File: src/rtl/plane_fifo_arbiter_if.sv
// Write-port bundle between the two plane producers, the arbiter and the pixel FIFO.
// master = producers/FIFO side, slave = arbiter.
interface plane_fifo_arbiter_if #(
  parameter int DATA_W  = 24,
  parameter int USEDW_W = 10
);
  logic [1:0]         req;
  logic               wr0;
  logic [DATA_W-1:0]  data0;
  logic               wr1;
  logic [DATA_W-1:0]  data1;
  logic [USEDW_W-1:0] wrusedw;
  logic               wrfull;
  logic [1:0]         gnt;
  logic [DATA_W-1:0]  FIFO_data;
  logic               wrreq;
  logic               burst_done;
  logic               overflow;

  modport master (
    output req, wr0, data0, wr1, data1, wrusedw, wrfull,
    input  gnt, FIFO_data, wrreq, burst_done, overflow
  );

  modport slave (
    input  req, wr0, data0, wr1, data1, wrusedw, wrfull,
    output gnt, FIFO_data, wrreq, burst_done, overflow
  );
endinterface

File: src/rtl/plane_fifo_arbiter.sv
// Round-robin burst arbiter sharing the VGA pixel FIFO write port between two planes.
// A burst starts only with FIFO headroom and runs for up to BURST_LEN accepted words.
module plane_fifo_arbiter #(
  parameter int DATA_W      = 24,
  parameter int USEDW_W     = 10,
  parameter int FILL_THRESH = 500,
  parameter int BURST_LEN   = 8
) (
  input  logic                clock,
  input  logic                reset,
  plane_fifo_arbiter_if.slave bus
);

  localparam int CNT_W = $clog2(BURST_LEN + 1);

  localparam logic [0:0] ST_IDLE  = 1'b0;
  localparam logic [0:0] ST_GRANT = 1'b1;

  localparam logic [USEDW_W-1:0] THRESH    = USEDW_W'(FILL_THRESH);
  localparam logic [CNT_W-1:0]   LAST_BEAT = CNT_W'(BURST_LEN - 1);

  logic [0:0]       r_state;
  logic [1:0]       r_gnt;
  logic [CNT_W-1:0] r_beat_cnt;
  logic             r_last_served;
  logic             r_overflow;

  logic              w_sel;
  logic              w_wr_g;
  logic              w_req_g;
  logic [DATA_W-1:0] w_data_g;
  logic              w_wrreq;
  logic              w_burst_end;
  logic              w_headroom;
  logic [1:0]        w_winner;

  // NOTE: every always_comb output gets a default first so no path leaves it unassigned (no latch).
  always_comb begin
    w_sel       = r_gnt[1];
    w_wr_g      = w_sel ? bus.wr1     : bus.wr0;
    w_req_g     = w_sel ? bus.req[1]  : bus.req[0];
    w_data_g    = w_sel ? bus.data1   : bus.data0;
    w_wrreq     = (r_state == ST_GRANT) && w_wr_g && !bus.wrfull;
    // Early release still lets the word presented in the same cycle through.
    w_burst_end = (r_state == ST_GRANT) &&
                  ((w_wrreq && (r_beat_cnt == LAST_BEAT)) || !w_req_g);
    w_headroom  = bus.wrusedw < THRESH;

    w_winner = 2'b00;
    case (bus.req)
      2'b01:   w_winner = 2'b01;
      2'b10:   w_winner = 2'b10;
      2'b11:   w_winner = r_last_served ? 2'b01 : 2'b10;
      default: w_winner = 2'b00;
    endcase
  end

  assign bus.gnt        = r_gnt;
  assign bus.FIFO_data  = (|r_gnt) ? w_data_g : '0;
  assign bus.wrreq      = w_wrreq;
  assign bus.burst_done = w_burst_end;
  assign bus.overflow   = r_overflow;

  // NOTE: state registers use non-blocking assignments so every flop samples pre-edge values.
  always_ff @(posedge clock or posedge reset) begin
    if (reset) begin
      r_state       <= ST_IDLE;
      r_gnt         <= 2'b00;
      r_beat_cnt    <= '0;
      r_last_served <= 1'b1;
      r_overflow    <= 1'b0;
    end else begin
      if ((r_state == ST_GRANT) && bus.wrfull && w_wr_g) begin
        r_overflow <= 1'b1;
      end

      if (r_state == ST_IDLE) begin
        if (w_headroom && (|bus.req)) begin
          r_state    <= ST_GRANT;
          r_gnt      <= w_winner;
          r_beat_cnt <= '0;
        end
      end else begin
        if (w_burst_end) begin
          r_state       <= ST_IDLE;
          r_gnt         <= 2'b00;
          r_beat_cnt    <= '0;
          r_last_served <= w_sel;
        end else if (w_wrreq) begin
          r_beat_cnt <= r_beat_cnt + 1'b1;
        end
      end
    end
  end

endmodule

File: src/flat_wrapper.sv
// flat-port wrapper written by rule: the top's interface ports become plain ports
module plane_fifo_arbiter_flat 
#(
  parameter int DATA_W      = 24,
  parameter int USEDW_W     = 10,
  parameter int FILL_THRESH = 500,
  parameter int BURST_LEN   = 8
)
  (clock, reset, bus_req, bus_wr0, bus_data0, bus_wr1, bus_data1, bus_wrusedw, bus_wrfull, bus_gnt, bus_FIFO_data, bus_wrreq, bus_burst_done, bus_overflow);
  plane_fifo_arbiter_if #(.DATA_W(DATA_W), .USEDW_W(USEDW_W)) bus_i ();
  input  logic clock;
  input  logic reset;
  input wire logic [$bits(bus_i.req)-1:0] bus_req;
  input wire logic [$bits(bus_i.wr0)-1:0] bus_wr0;
  input wire logic [$bits(bus_i.data0)-1:0] bus_data0;
  input wire logic [$bits(bus_i.wr1)-1:0] bus_wr1;
  input wire logic [$bits(bus_i.data1)-1:0] bus_data1;
  input wire logic [$bits(bus_i.wrusedw)-1:0] bus_wrusedw;
  input wire logic [$bits(bus_i.wrfull)-1:0] bus_wrfull;
  output wire logic [$bits(bus_i.gnt)-1:0] bus_gnt;
  output wire logic [$bits(bus_i.FIFO_data)-1:0] bus_FIFO_data;
  output wire logic [$bits(bus_i.wrreq)-1:0] bus_wrreq;
  output wire logic [$bits(bus_i.burst_done)-1:0] bus_burst_done;
  output wire logic [$bits(bus_i.overflow)-1:0] bus_overflow;
  assign bus_i.req = bus_req;
  assign bus_i.wr0 = bus_wr0;
  assign bus_i.data0 = bus_data0;
  assign bus_i.wr1 = bus_wr1;
  assign bus_i.data1 = bus_data1;
  assign bus_i.wrusedw = bus_wrusedw;
  assign bus_i.wrfull = bus_wrfull;
  assign bus_gnt = bus_i.gnt;
  assign bus_FIFO_data = bus_i.FIFO_data;
  assign bus_wrreq = bus_i.wrreq;
  assign bus_burst_done = bus_i.burst_done;
  assign bus_overflow = bus_i.overflow;
  plane_fifo_arbiter #(.DATA_W(DATA_W), .USEDW_W(USEDW_W), .FILL_THRESH(FILL_THRESH), .BURST_LEN(BURST_LEN)) u_core (.clock(clock), .reset(reset), .bus(bus_i));
endmodule
File: config.mk
export PLATFORM = sky130hd
export DESIGN_NAME = plane_fifo_arbiter_flat
export DESIGN_NICKNAME = d
export VERILOG_FILES = /design/src/rtl/plane_fifo_arbiter_if.sv /design/src/rtl/plane_fifo_arbiter.sv /design/src/flat_wrapper.sv
export SDC_FILE = /design/constraint.sdc
export NUM_CORES = 1
export LEC_CHECK = 0
export BUFFER_PORTS_ARGS = -buffer_cell sky130_fd_sc_hd__buf_2
export CELL_PAD_IN_SITES_DETAIL_PLACEMENT = 0
export CELL_PAD_IN_SITES_GLOBAL_PLACEMENT = 1
export CORE_ASPECT_RATIO = 0.8
export CORE_MARGIN = 2
export CORE_UTILIZATION = 21
export DETAILED_ROUTE_END_ITERATION = 16
export PLACE_DENSITY = 0.82
export SLEW_MARGIN = 20
export SYNTH_ARGS = -nofsm -noshare
export SYNTH_HDL_FRONTEND = slang
export SYNTH_SLANG_ARGS = --single-unit
File: constraint.sdc
create_clock -name clock -period 1.9 [get_ports clock]
set_input_delay 0.19 -clock clock [delete_from_list [all_inputs] [get_ports clock]]
set_output_delay 0.19 -clock clock [all_outputs]
set_load 0.03 [all_outputs]
After elaboration in Yosys (flattened, before gate mapping)

Index checks and enable logic that the tools add are counted.

Flip-flop bits (word level): 9
Logic and storage cells: 45

Add/subtract/negate cells: 1
Order comparisons: 1
Equality and inequality tests: 6
Muxes and demuxes: 16
Reductions and logical operators: 16

Operator list:

| cell                                                                   | count |
|---|---|
| 24-bit two-way mux                                                     | 2 |
| 4-bit two-way mux                                                      | 4 |
| 10-bit by 9-bit < comparator with 1-bit output (second input constant) | 1 |
| 2-bit two-way mux                                                      | 4 |
| 1-bit logical AND                                                      | 7 |
| 2-bit one-hot mux with 3 select lines                                  | 1 |
| 2-bit AND reduction                                                    | 3 |
| 1-bit two-way mux                                                      | 5 |
| 4-bit by 1-bit adder with 4-bit output (second input constant)         | 1 |
| 2-bit equality test (second input constant)                            | 2 |
| 4-bit by 3-bit equality test with 1-bit output (second input constant) | 1 |
| 2-bit OR reduction                                                     | 2 |
| 3-bit != test (second input constant)                                  | 1 |
| 2-bit by 1-bit equality test with 1-bit output (second input constant) | 1 |
| 1-bit logical NOT                                                      | 2 |
| 2-bit != test (second input constant)                                  | 1 |
| 2-bit nonzero test                                                     | 1 |
| 1-bit logical OR                                                       | 1 |

Logic depth before layout (Yosys ltp)

Gate-level depths: netlist (run 1).

Depth after elaboration: 8
Depth in mapped cells: 6
Depth with buffers taken out: 5

Least setup slack after synthesis (run 1)

No wires, ideal clock.

Kind: reg2out
Start: register u_core.r_gnt[0], in the netlist u_core.bus.gnt[0]
End: output bus_FIFO_data[10]
Arrival: 1776 ps
Data required time: 1710 ps
Slack: -66 ps
Cell stages (with the launch flop): 5
Buffers on the path: 2
Cells stage by stage: dfrtp_1 clkbuf_1 clkbuf_1 nand2_1 o21ai_0

Longest elaborated chain between the ends: 2

RTL lines:

| what                     | RTL line                 | RTL |
|---|---|---|
| start: declaration       | plane_fifo_arbiter.sv:23 | `logic [1:0] r_gnt;` |
| start signal: assignment | plane_fifo_arbiter.sv:80 | `r_gnt <= w_winner;` |
| 2-bit OR reduction       | plane_fifo_arbiter.sv:59 | `assign bus.FIFO_data = (\|r_gnt) ? w_data_g : '0;` |
| 24-bit two-way mux       | plane_fifo_arbiter.sv:59 |  |
| end: declaration         | flat_wrapper.sv:21       | `output wire logic [$bits(bus_i.FIFO_data)-1:0] bus_FIFO_data;` |

No other way between the ends.

Final worst setup path (run 1)

Start: register u_core.r_beat_cnt[0]
End: output bus_burst_done

Longest elaborated chain between the ends: 4

RTL lines:

| what                                           | RTL line                 | RTL |
|---|---|---|
| start: declaration                             | plane_fifo_arbiter.sv:24 | `logic [CNT_W-1:0] r_beat_cnt;` |
| start signal: assignment                       | plane_fifo_arbiter.sv:90 | `r_beat_cnt <= r_beat_cnt + 1'b1;` |
| 4-bit by 3-bit equality test with 1-bit output | plane_fifo_arbiter.sv:46 | `((w_wrreq && (r_beat_cnt == LAST_BEAT)) \|\| !w_req_g);` |
| 1-bit logical AND                              | plane_fifo_arbiter.sv:46 |  |
| 1-bit logical OR                               | plane_fifo_arbiter.sv:46 |  |
| 1-bit logical AND                              | plane_fifo_arbiter.sv:45 | `w_burst_end = (r_state == ST_GRANT) &&` |
| end: declaration                               | flat_wrapper.sv:23       | `output wire logic [$bits(bus_i.burst_done)-1:0] bus_burst_done;` |

No other way between the ends.

==> summary.txt, run 1 <==
Outcome
  – Outcome: completed

Critical path
  – Slowest cell on crit path: dfrtp_1
  – Crit end category: output port
  – Critical Path Fanout Max: 4
  – Largest stage delay, worst path: 390 ps
  – Worst path required time: 1710 ps
  – Crit path kind: flip-flop to output port
  – CP delay by family, top: flip-flops
  – WP buf/inv: 2
  – Type of origin of the critical path: flip-flop
  – Worst EP arrival: 1590 ps
  – Worst path cell trace: ha_1, and3b_2, inv_1, o21ai_2, clkbuf_4

Yosys
  – Synth warn: 0
  – Combinational family with the most area after synthesis: simple AND/OR/NAND/NOR gates
  – Cell taking the most area after synthesis: dfrtp_1
  – XOR/XNOR Fraction of Synth Area: 0
  – Syn Area/Cell: 6.555 um2
  – Adder-cell area share of the yosys netlist: 0.01383
  – Top-count cell post-synth: nand2_1
  – Yosys reg bits: 9
  – Share of the yosys chip area belonging to registers: 0.2503
  – Synth unique cells: 32
  – Post-synth top area share: 0.2213
  – Commonest cells in the netlist: 52 x nand2_1, 28 x o21ai_0, 8 x dfrtp_1
  – Synth Area in Compound Gates: 0.2600
  – Cells after synthesis: 138
  – Synth top area cells: dfrtp_1 22%, nand2_1 22%, o21ai_0 15%
  – Mux contribution to synthesized area: 0.06916
  – Syn_nets: 204
  – Post-Synthesis Cell Area: 904.6 um2
  – Post-synth EDFFs: 0
  – Synth Area in Simple Gates: 0.3264
  – Async set-reset flop share out of synthesis: 1.000
  – Most used flip-flop cell after synthesis: dfrtp_1

Cells and area
  – Final Non-Filler Cells: 285
  – Ant. Diodes: 0
  – Nets: 295
  – Fin area: 0.001478 mm2
  – Share of post-route cells with drive strength above 1: 0.4781
  – Area growth, synth to finish: 63.35%

Clock tree
  – Clock sinks: 9
  – Clk root buf: clkbuf_8
  – Clock latency on the worst-skew pair: 230 ps
  – Clk slew on worst S/H paths: 50 ps
  – Htree depth: 1
  – CTS Buf Count: 3
  – Longest Clk Path Bufs: 2
  – CTS tree: yes
  – # Post-CTS Setup Buffers: 0

Timing
  – Part of the cycle the worst path needs: 0.9344
  – Max-slew headroom: 0.7145
  – RSZ-0062 raised after global routing: false
  – Fin. max-slew vios: 0
  – Actual slew at the worst max-slew pin: 423.7 ps
  – Final Hold Viols: 0
  – Final-report setup violation count: 0
  – Setup TNS: 0 ps
  – Max Clock Freq: 563.3 MHz
  – Worst hold margin: 216.4 ps
  – Tmin final: 1775 ps
  – Fin Clk Skew: 6.971 ps

Power
  – Total power: 2015 uW
  – Peak supply drop: 0.0004681 V
  – Comb power frac: 0.731
  – Net Sw Power: 1155 uW
  – Switching fraction of total power: 0.5733
  – Flop pwr share: 0.158
  – Total power density per cell area: 1364 mW/mm2
  – P_leak: 0.0008070 uW
  – P_int: 859.7 uW
  – Clock network power share: 0.111

GRT
  – Total Routing Usage GR: 0.1284
  – Remaining global-route overflow: 0
  – Initial antenna violation count: 0
  – First-pass GRT wire length: 5.119 mm
  – Largest net degree at the start of global routing: 52
  – Vias in the first global route: 1,141

Routing
  – Antenna viol nets, final: 0
  – Total iterations of the first detailed-routing run: 5
  – Post-route DRC: 0
  – 1st-iter DRT viols: 36
  – Via count: 1,259
  – DR WL/cell: 10.47 um
  – Drt via density: 4.418
  – DRT Wirelength: 2.985 mm

Placement
  – DP HPWL: 2.305 mm
  – DP Area: 0.001415 mm2
  – Placer congestion estimate: 0.7199
  – Port Buffers: 91
  – Cell count after placement: 280

Floorplanning
  – Io pins: 94
  – Die span in x: 77.38 um
  – Area of the core: 0.004151 mm2
  – Initial Utilization: 0.2179
  – Die area: 0.004852 mm2
  – Cell Rows: 21
  – Chip height: 62.71 um

Flow run
  – Total of max-cap violations: 0

Min path
  – Hold WC Path Type: input pin to flip-flop
==> metrics by stage <==
stage	util	setup WS, ps
after CTS	0.3541	85.54
after global placement	0.3409	358.8
after detailed placement	0.3409	353.3
after floorplan	-	99.33
after global routing	0.3559	24.85
final	0.3559	124.7
==> final timing paths <==
kind | slack [ps] | endpoint | depth (start not counted) | startpoint
min in group asynchronous | 470 | u_core.r_beat_cnt[1] | 3 | reset
max | 120 | bus_burst_done | 5 | u_core.r_beat_cnt[0]
min | 220 | u_core.bus.overflow | 2 | bus_wrfull
max reg2reg | 390 | u_core.r_last_served | 5 | u_core.r_beat_cnt[0]
max in group asynchronous | 1110 | u_core.r_last_served | 3 | reset
min reg2reg | 470 | u_core.bus.overflow | 1 | u_core.bus.overflow
==> area by class of cell <==
cell class | instances | area, um2
Clock buffer | 4 | 45.04
Fill cell | 453 | 2674
Inverter | 7 | 26.28
Multi-Input combinational cell | 112 | 606.8
Sequential cell | 9 | 226.5
Tap cell | 57 | 71.32
Timing Repair Buffer | 96 | 501.7
==> placed cells by master, fill, tap and decap left out <==
cell type      instances
clkbuf_4               1
clkbuf_8               3
clkbuf_1               1
mux2_4                 2
mux2i_4                1
o21ai_1               20
nand4b_1               1
dfrtp_1                8
a21o_1                 1
mux2i_1                1
o21ai_2                1
and3b_2                1
o22ai_1                1
nand2_1               52
a41o_1                 3
nand3_4                1
nand3_1                1
dfstp_2                1
a21oi_1                1
inv_1                  6
buf_4                  3
ha_1                   1
a311oi_1               1
buf_6                  1
or2_1                  1
o21ai_0                8
nand4_1                1
inv_2                  1
nor3_1                 2
o221a_2                1
nor4_1                 3
nor2_1                 5
a21oi_2                1
dlygate4sd3_1          1
buf_2                 90
a31o_2                 1
==> power by group through the flow <==
| stage | registers (uW) | logic [uW] | clock network, uW |
|---|---|---|---|
| finish | 318 | 1470 | 224 |
| global route | 324 | 1620 | 257 |
| CTS | 315 | 1480 | 230 |
| detailed placement | 317 | 1480 | 0 |
| global placement | 316 | 1470 | 0 |
| floorplan | 326 | 1070 | 0 |
==> logic make-up after synthesis <==
kind of cell             Yosys count
adder cells (fa/ha/maj)            1
multiplexers                       4
buffers and inverters             17
AO/OA/AOI/OAI                     39
flip-flops                         9
AND/OR/NAND/NOR                   68
==> repair_timing <==
| item | in CTS | in global routing |
|---|---|---|
| hold buffers | 1 | 0 |
| hold endpoints to repair | 8 | 0 |
| resized for setup | 0 | 3 |
| endpoints found under the setup margin | 0 | 8 |
==> flip-flops by register name, summed over array words and instances (netlist names) <==
signal	count
u_core.r_beat_cnt	4
u_core.bus.gnt	2
u_core.bus.overflow	1
u_core.r_last_served	1
u_core.r_state	1
==> routing by layer <==
layer,global-route usage,wire (um),vias up
met4,0.02679,28,0
li1,-,-,650
met2,0.2283,1369,57
met3,0.03757,257,6
met1,0.1531,1330,546
met5,0,0,-
Power figures use the tool's default switching activity.
==> inputs of run 2 (changes only) <==
- ABC_AREA: unset -> 1
- PLACE_DENSITY: 0.82 -> 0.81
==> run 2 against run 1 <==
  * Synthesized cell count up 11%
  * Non-clock buffer count up 1
  * Cell area up 3.5%
  * Clock-buffer cell count unchanged
  * Register-to-register slack better by 160 ps
  * Critical path type unchanged
  * Die area up 4.0%
  * Critical endpoint unchanged
  * Via count down 0.40%
  * Sequential cell count unchanged
==> summary.txt, run 2 <==
Floorplanning
  – Io pins: 94 (unchanged)
  – Die area: 0.005048 mm2 (+4.0%)
  – Die span in x: 78.94 um (+2.0%)
  – Chip height: 63.95 um (+2.0%)
  – Cell Rows: 21 (unchanged)
  – Area of the core: 0.004257 mm2 (+2.5%)
  – Initial Utilization: 0.2216 (+0.003732)

Power
  – P_leak: 0.0009228 uW (+14%)
  – Peak supply drop: 0.0004736 V (+1.2%)
  – Total power density per cell area: 1232 mW/mm2 (-9.6%)
  – Total power: 1884 uW (-6.5%)

Routing
  – 1st-iter DRT viols: 30 (-17%)
  – DR WL/cell: 9.677 um (-7.6%)
  – Total iterations of the first detailed-routing run: 4 (-1)
  – Met3 Wirelength: 274 um (+6.6%)
  – WL met1: 1.374 mm (+3.3%)
  – Antenna viol nets, final: 0 (unchanged)
  – DRT Wirelength: 2.932 mm (-1.8%)
  – Via count: 1,254 (-0.40%)
  – DR WL met2: 1.212 mm (-11%)
  – DR top layer: met4
  – Post-route DRC: 0 (unchanged)
  – Drt via density: 4.139 (-6.3%)

Clock tree
  – Longest Clk Path Bufs: 2 (unchanged)
  – Clock latency on the worst-skew pair: 240 ps (about the same)
  – Htree depth: 1 (unchanged)
  – CTS tree: yes
  – # Post-CTS Setup Buffers: 0 (unchanged)
  – Clk root buf: clkbuf_8
  – CTS Buf Count: 3 (unchanged)
  – Clk slew on worst S/H paths: 50 ps (about the same)
  – Clock sinks: 9 (unchanged)

Yosys
  – Post-synth top area share: 0.2122 (-0.009099)
  – Synth Area in Simple Gates: 0.5345 (+0.2081)
  – Synth Area in Compound Gates: 0.1088 (-0.1513)
  – XOR/XNOR Fraction of Synth Area: 0.01857 (+0.01857)
  – Top-count cell post-synth: nand2_1
  – Cells after synthesis: 153 (+11%)
  – Cell taking the most area after synthesis: dfrtp_1
  – Commonest cells in the netlist: 44 x nand2_1, 29 x nor2_1, 19 x nand3_1
  – Share of the yosys chip area belonging to registers: 0.2401 (-0.01029)
  – Yosys reg bits: 9 (unchanged)
  – Syn_nets: 219 (+7.4%)
  – Mux contribution to synthesized area: 0 (-0.06916)
  – Combinational family with the most area after synthesis: simple AND/OR/NAND/NOR gates
  – Adder-cell area share of the yosys netlist: 0.01326 (-0.0005687)
  – Post-synth EDFFs: 0 (unchanged)
  – Synth warn: 0 (unchanged)
  – Syn Area/Cell: 6.166 um2 (-5.9%)
  – Most used flip-flop cell after synthesis: dfrtp_1
  – Async set-reset flop share out of synthesis: 1.000 (unchanged)
  – Post-Synthesis Cell Area: 943.4 um2 (+4.3%)
  – Synth unique cells: 25 (-22%)
  – Synth top area cells: dfrtp_1 21%, nand2_1 18%, nor2_1 12%

Timing
  – Setup TNS: 0 ps (unchanged)
  – Final-report setup violation count: 0 (unchanged)
  – Final worst setup slack: 107.6 ps (-17.09 ps)
  – Fin Clk Skew: 3.414 ps (-3.557 ps)
  – Tmin final: 1792 ps (+17.09 ps)
  – Max Clock Freq: 557.9 MHz (-0.95%)
  – Final Hold Viols: 0 (unchanged)
  – Part of the cycle the worst path needs: 0.9434 (+0.008993)
  – Max-slew headroom: 0.7431 (+0.02856)
  – RSZ-0062 raised after global routing: false
  – Actual slew at the worst max-slew pin: 385.4 ps (-38.36 ps)
  – Fin. max-slew vios: 0 (unchanged)

Critical path
  – Critical Path Fanout Max: 4 (unchanged)
  – Worst EP arrival: 1600 ps (about the same)
  – Type of origin of the critical path: flip-flop
  – Crit path kind: flip-flop to output port
  – Worst path required time: 1710 ps (about the same)
  – Worst reg2reg path depth: 8 (+3)
  – Crit end category: output port

GRT
  – Vias in the first global route: 1,139 (-0.18%)
  – Initial antenna violation count: 0 (unchanged)
  – First-pass GRT wire length: 4.733 mm (-7.5%)
  – Largest net degree at the start of global routing: 27 (-48%)
  – Total Routing Usage GR: 0.1148 (-0.01351)
  – Remaining global-route overflow: 0 (unchanged)

Cells and area
  – Most common cell after layout, fill and taps aside: buf_2
  – Fillers: 482 (+6.4%)
  – Nets: 313 (+6.1%)
  – Post-Route Utilization: 0.3592 (+0.003263)
  – Largest register FFs: 4 (unchanged)
  – Area growth, synth to finish: 62.07%
  – Share of post-route cells with drive strength above 1: 0.4797 (+0.001605)
  – Commonest non-fill, non-tap cells in the layout: 90 x buf_2, 44 x nand2_1, 28 x nor2_1
  – Ant. Diodes: 0 (unchanged)
  – Biggest register: u_core.r_beat_cnt
  – Final Non-Filler Cells: 303 (+6.3%)

Placement
  – Port Buffers: 91 (unchanged)
  – DP HPWL: 2.353 mm (+2.1%)
  – Cell count after placement: 298 (+6.4%)
  – Worst slack at placement: 320.4 ps (-32.90 ps)
  – Placer congestion estimate: 0.7524 (+4.5%)

Outcome
  – Outcome: completed

Flow run
  – Total of max-cap violations: 0 (unchanged)

Min path
  – Hold WC Path Type: input pin to flip-flop
  – Hold Crit Depth: 2 (unchanged)
## run 2: cell families after synthesis
kind of cell / count (synthesis)
and+or+nand+nor: 105
buffers and inverters: 19
AOI/OAI and AO/OA: 17
DFF: 9
xor gates and xnor gates: 2
adders and majority gates: 1
## run 2: path summary, 6_finish.rpt
kind	slack (ps)	to	from
max reg2reg	550	u_core.bus.gnt[0]	u_core.r_beat_cnt[0]
max	110	bus_burst_done	u_core.r_beat_cnt[0]
min reg2reg	460	u_core.bus.overflow	u_core.bus.overflow
min in group asynchronous	450	u_core.r_beat_cnt[0]	reset
min	220	u_core.bus.overflow	bus_wrfull
max in group asynchronous	1150	u_core.r_last_served	reset
## run 2: worst max-delay path, cell delays in order, from the launching register on
cell,delay [ps]
dfrtp_1,380
ha_1,190
nand2_1,80
nor2_2,130
nand4_4,130
nand2_2,110
nand2_2,80
inv_1,90
clkbuf_4,180
## run 2: per-stage QoR
step,area (um2),hold WS [ps]
CTS,1524,212.5
global placement,1469,175.2
detailed placement,1469,176.9
floorplan,943.4,17.20
finish,1529,215.7
global route,1529,221.6
## run 2: power breakdown
part	internal, uW	switching, uW
logic	418	960
clock network	147	83.0
registers	234	42.0
total	799	1090
## run 2: routing by layer
metal  vias up  global-route usage
li1        674                   -
met1       513              0.1393
met2        60              0.1955
met3         7             0.01695
met4         0             0.06250
met5         -                   0
## run 2: repair_timing
action | CTS | global route
endpoints found under the setup margin | 0 | 1
resized for setup | 0 | 2
endpoints found under the hold margin | 8 | 0
hold buffers | 1 | 0
## run 2: layout make-up
cell class              instances  area (um2)  area share
multi-input cells             125       639.4      0.4182
repair buffers                 97       505.5      0.3306
flip-flops and latches          9       226.5      0.1481
well taps                      57       71.32     0.04664
clock buffers                   4       45.04     0.02946
inverters                      11       41.29     0.02700
==> inputs of run 3 (changes only) <==
- BUFFER_PORTS_ARGS: -buffer_cell sky130_fd_sc_hd__buf_2 -> unset
- CORE_ASPECT_RATIO: 0.8 -> unset
- CORE_UTILIZATION: 21 -> 37
- DONT_BUFFER_PORTS: unset -> 1
- PLACE_DENSITY: 0.81 -> 0.8
==> run 3 against run 2 <==
  * Critical path depth decreased by 1
  * Clock skew decreased by 1.4 ps
  * Final cell count decreased by 35%
  * Worst setup slack improved by 32 ps
  * Non-clock buffer count decreased by 79
  * Worst hold slack got worse by 120 ps
  * Power decreased by 9.9%
  * Combinational power decreased by 9%
  * Clock-buffer cell count unchanged
==> summary.txt, run 3 (same netlist as run 2, synthesis figures left out) <==
GRT
  – Largest net degree at the start of global routing: 26 (-3.7%)
  – Total Routing Usage GR: 0.1443 (+0.02948)
  – Vias in the first global route: 791 (-31%)
  – Remaining global-route overflow: 0 (unchanged)
  – First-pass GRT wire length: 3.111 mm (-34%)
  – Initial antenna violation count: 0 (unchanged)

Clock tree
  – Clk root buf: clkbuf_4
  – CTS tree: yes
  – Clock latency on the worst-skew pair: 260 ps (+20 ps)
  – Clock sinks: 9 (unchanged)
  – Clk slew on worst S/H paths: 60 ps (about the same)
  – Htree depth: 1 (unchanged)
  – Longest Clk Path Bufs: 2 (unchanged)
  – CTS Buf Count: 3 (unchanged)

Timing
  – Setup TNS: 0 ps (unchanged)
  – Final-report setup violation count: 0 (unchanged)
  – Actual slew at the worst max-slew pin: 360.6 ps (-24.72 ps)
  – Max Clock Freq: 568.0 MHz (+1.8%)
  – Tmin final: 1761 ps (-31.73 ps)
  – RSZ-0062 raised after global routing: false
  – Part of the cycle the worst path needs: 0.9267 (-0.01670)
  – Fin Clk Skew: 1.991 ps (-1.423 ps)
  – Worst hold margin: 91.39 ps (-124.3 ps)
  – Max-slew headroom: 0.7596 (+0.01648)
  – Fin. max-slew vios: 0 (unchanged)
  – Final Hold Viols: 0 (unchanged)

Cells and area
  – Largest register FFs: 4 (unchanged)
  – Commonest non-fill, non-tap cells in the layout: 44 x nand2_1, 28 x nor2_1, 19 x nand3_1
  – Area growth, synth to finish: 17.90%
  – Ant. Diodes: 0 (unchanged)
  – Most common cell after layout, fill and taps aside: nand2_1
  – Nets: 234 (-25%)
  – Biggest register: u_core.r_beat_cnt
  – Share of post-route cells with drive strength above 1: 0.2395 (-0.2402)

Floorplanning
  – Die area: 0.002970 mm2 (-41%)
  – Die span in x: 54.50 um (-31%)
  – Cell Rows: 18 (-14%)
  – Area of the core: 0.002455 mm2 (-42%)
  – Chip height: 54.50 um (-15%)
  – Initial Utilization: 0.3843 (+0.1627)
  – Io pins: 94 (unchanged)

Placement
  – Placer congestion estimate: 0.8490 (+13%)
  – Port Buffers: 0 (-100%)
  – DP HPWL: 1.879 mm (-20%)

Power
  – Switching fraction of total power: 0.6021 (+0.02607)
  – Clock network power share: 0.087 (-0.035)
  – Net Sw Power: 1022 uW (-5.8%)
  – Peak supply drop: 0.0008395 V (+77%)
  – P_leak: 0.0005912 uW (-36%)
  – Comb power frac: 0.743 (+0.011)
  – Flop pwr share: 0.171 (+0.025)
  – Total power density per cell area: 1526 mW/mm2 (+24%)
  – P_int: 675.2 uW (-15%)

Critical path
  – Crit path kind: flip-flop to output port
  – Worst reg2reg path depth: 8 (unchanged)
  – Crit end category: output port
  – Worst EP arrival: 1570 ps (-30 ps)
  – Worst path required time: 1710 ps (about the same)
  – Type of origin of the critical path: flip-flop
  – Critical Path Fanout Max: 4 (unchanged)

Routing
  – Total iterations of the first detailed-routing run: 4 (unchanged)
  – Via count: 994 (-21%)
  – Post-route DRC: 0 (unchanged)
  – 1st-iter DRT viols: 13 (-57%)
  – Drt via density: 5.046 (+22%)
  – DRT Wirelength: 2.281 mm (-22%)
  – Antenna viol nets, final: 0 (unchanged)
  – DR WL/cell: 11.58 um (+20%)

Flow run
  – Total of max-cap violations: 0 (unchanged)

Outcome
  – Outcome: completed

Min path
  – Hold Crit Depth: 1 (-1)
  – Hold WC Path Type: input pin to flip-flop
-- run 3: cell count changes in the layout (fill, tap and decap cells not counted) --
cell and delta:
buf_2 -90, buf_4 +12, clkbuf_8 -3, clkbuf_4 +2
clkinvlp_4 +1, inv_1 -1
-- run 3: cell type report --
| type | count | area [um2] |
|---|---|---|
| fill | 260 | 1343 |
| sequential | 9 | 226.5 |
| inverter | 11 | 45.04 |
| tap | 30 | 37.54 |
| multi-input combinational | 125 | 639.4 |
| clock buffer | 4 | 26.28 |
| timing repair buffer | 18 | 137.6 |
-- run 3: final timing paths --
| check | start | endpoint | slack (ps) |
|---|---|---|---|
| setup / recovery | u_core.r_beat_cnt[0] | bus_burst_done | 140 |
| hold / removal | bus_wrfull | u_core.bus.overflow | 90 |
| setup reg to reg | u_core.r_beat_cnt[0] | u_core.bus.gnt[0] | 500 |
| hold reg to reg | u_core.r_last_served | u_core.r_last_served | 490 |
| max in group asynchronous | reset | u_core.r_last_served | 1280 |
| min in group asynchronous | reset | u_core.bus.gnt[0] | 330 |
-- run 3: metal layers --
metal / share of wire / vias to the layer above / GRT usage
li1: - / 517 / -
met1: 0.40 / 421 / 0.1581
met4: 0.012 / 0 / 0.07083
met3: 0.086 / 4 / 0.02732
met5: 0 / - / 0
met2: 0.50 / 52 / 0.2631
-- run 3: power by group through the flow --
stage | Combinational [uW] | Sequential, uW | Clock [uW]
global placement | 1240 | 294 | 0
floorplan | 961 | 308 | 0
global route | 1380 | 298 | 165
CTS | 1270 | 291 | 156
finish | 1260 | 290 | 147
detailed placement | 1260 | 295 | 0
-- run 3: timing repair --
action,CTS,global route
hold buffers,1,0
setup buffers,0,0
endpoints found under the hold margin,8,0
endpoints found under the setup margin,0,1
gates resized for setup,0,2
-- run 3: through the flow --
stage,util,setup slack [ps],cells,total power (uW),instance area (um2)
2_1_floorplan,-,223.2,153,1269,943.4
3_3_place_gp,0.4358,374.3,192,1535,1070
3_5_place_dp,0.4358,302.5,192,1559,1070
4_1_cts,0.4506,6.360,197,1717,1106
5_1_grt,0.4531,29.78,197,1840,1112
6_report,0.4531,139.3,197,1697,1112
-- run 3: critical path, stage by stage, from the launching register on --
cell,delay [ps]
dfrtp_1,380
ha_1,200
nand2_1,80
nor2_2,140
nand4_4,130
nand2_2,110
nand2_2,100
clkinvlp_4,180
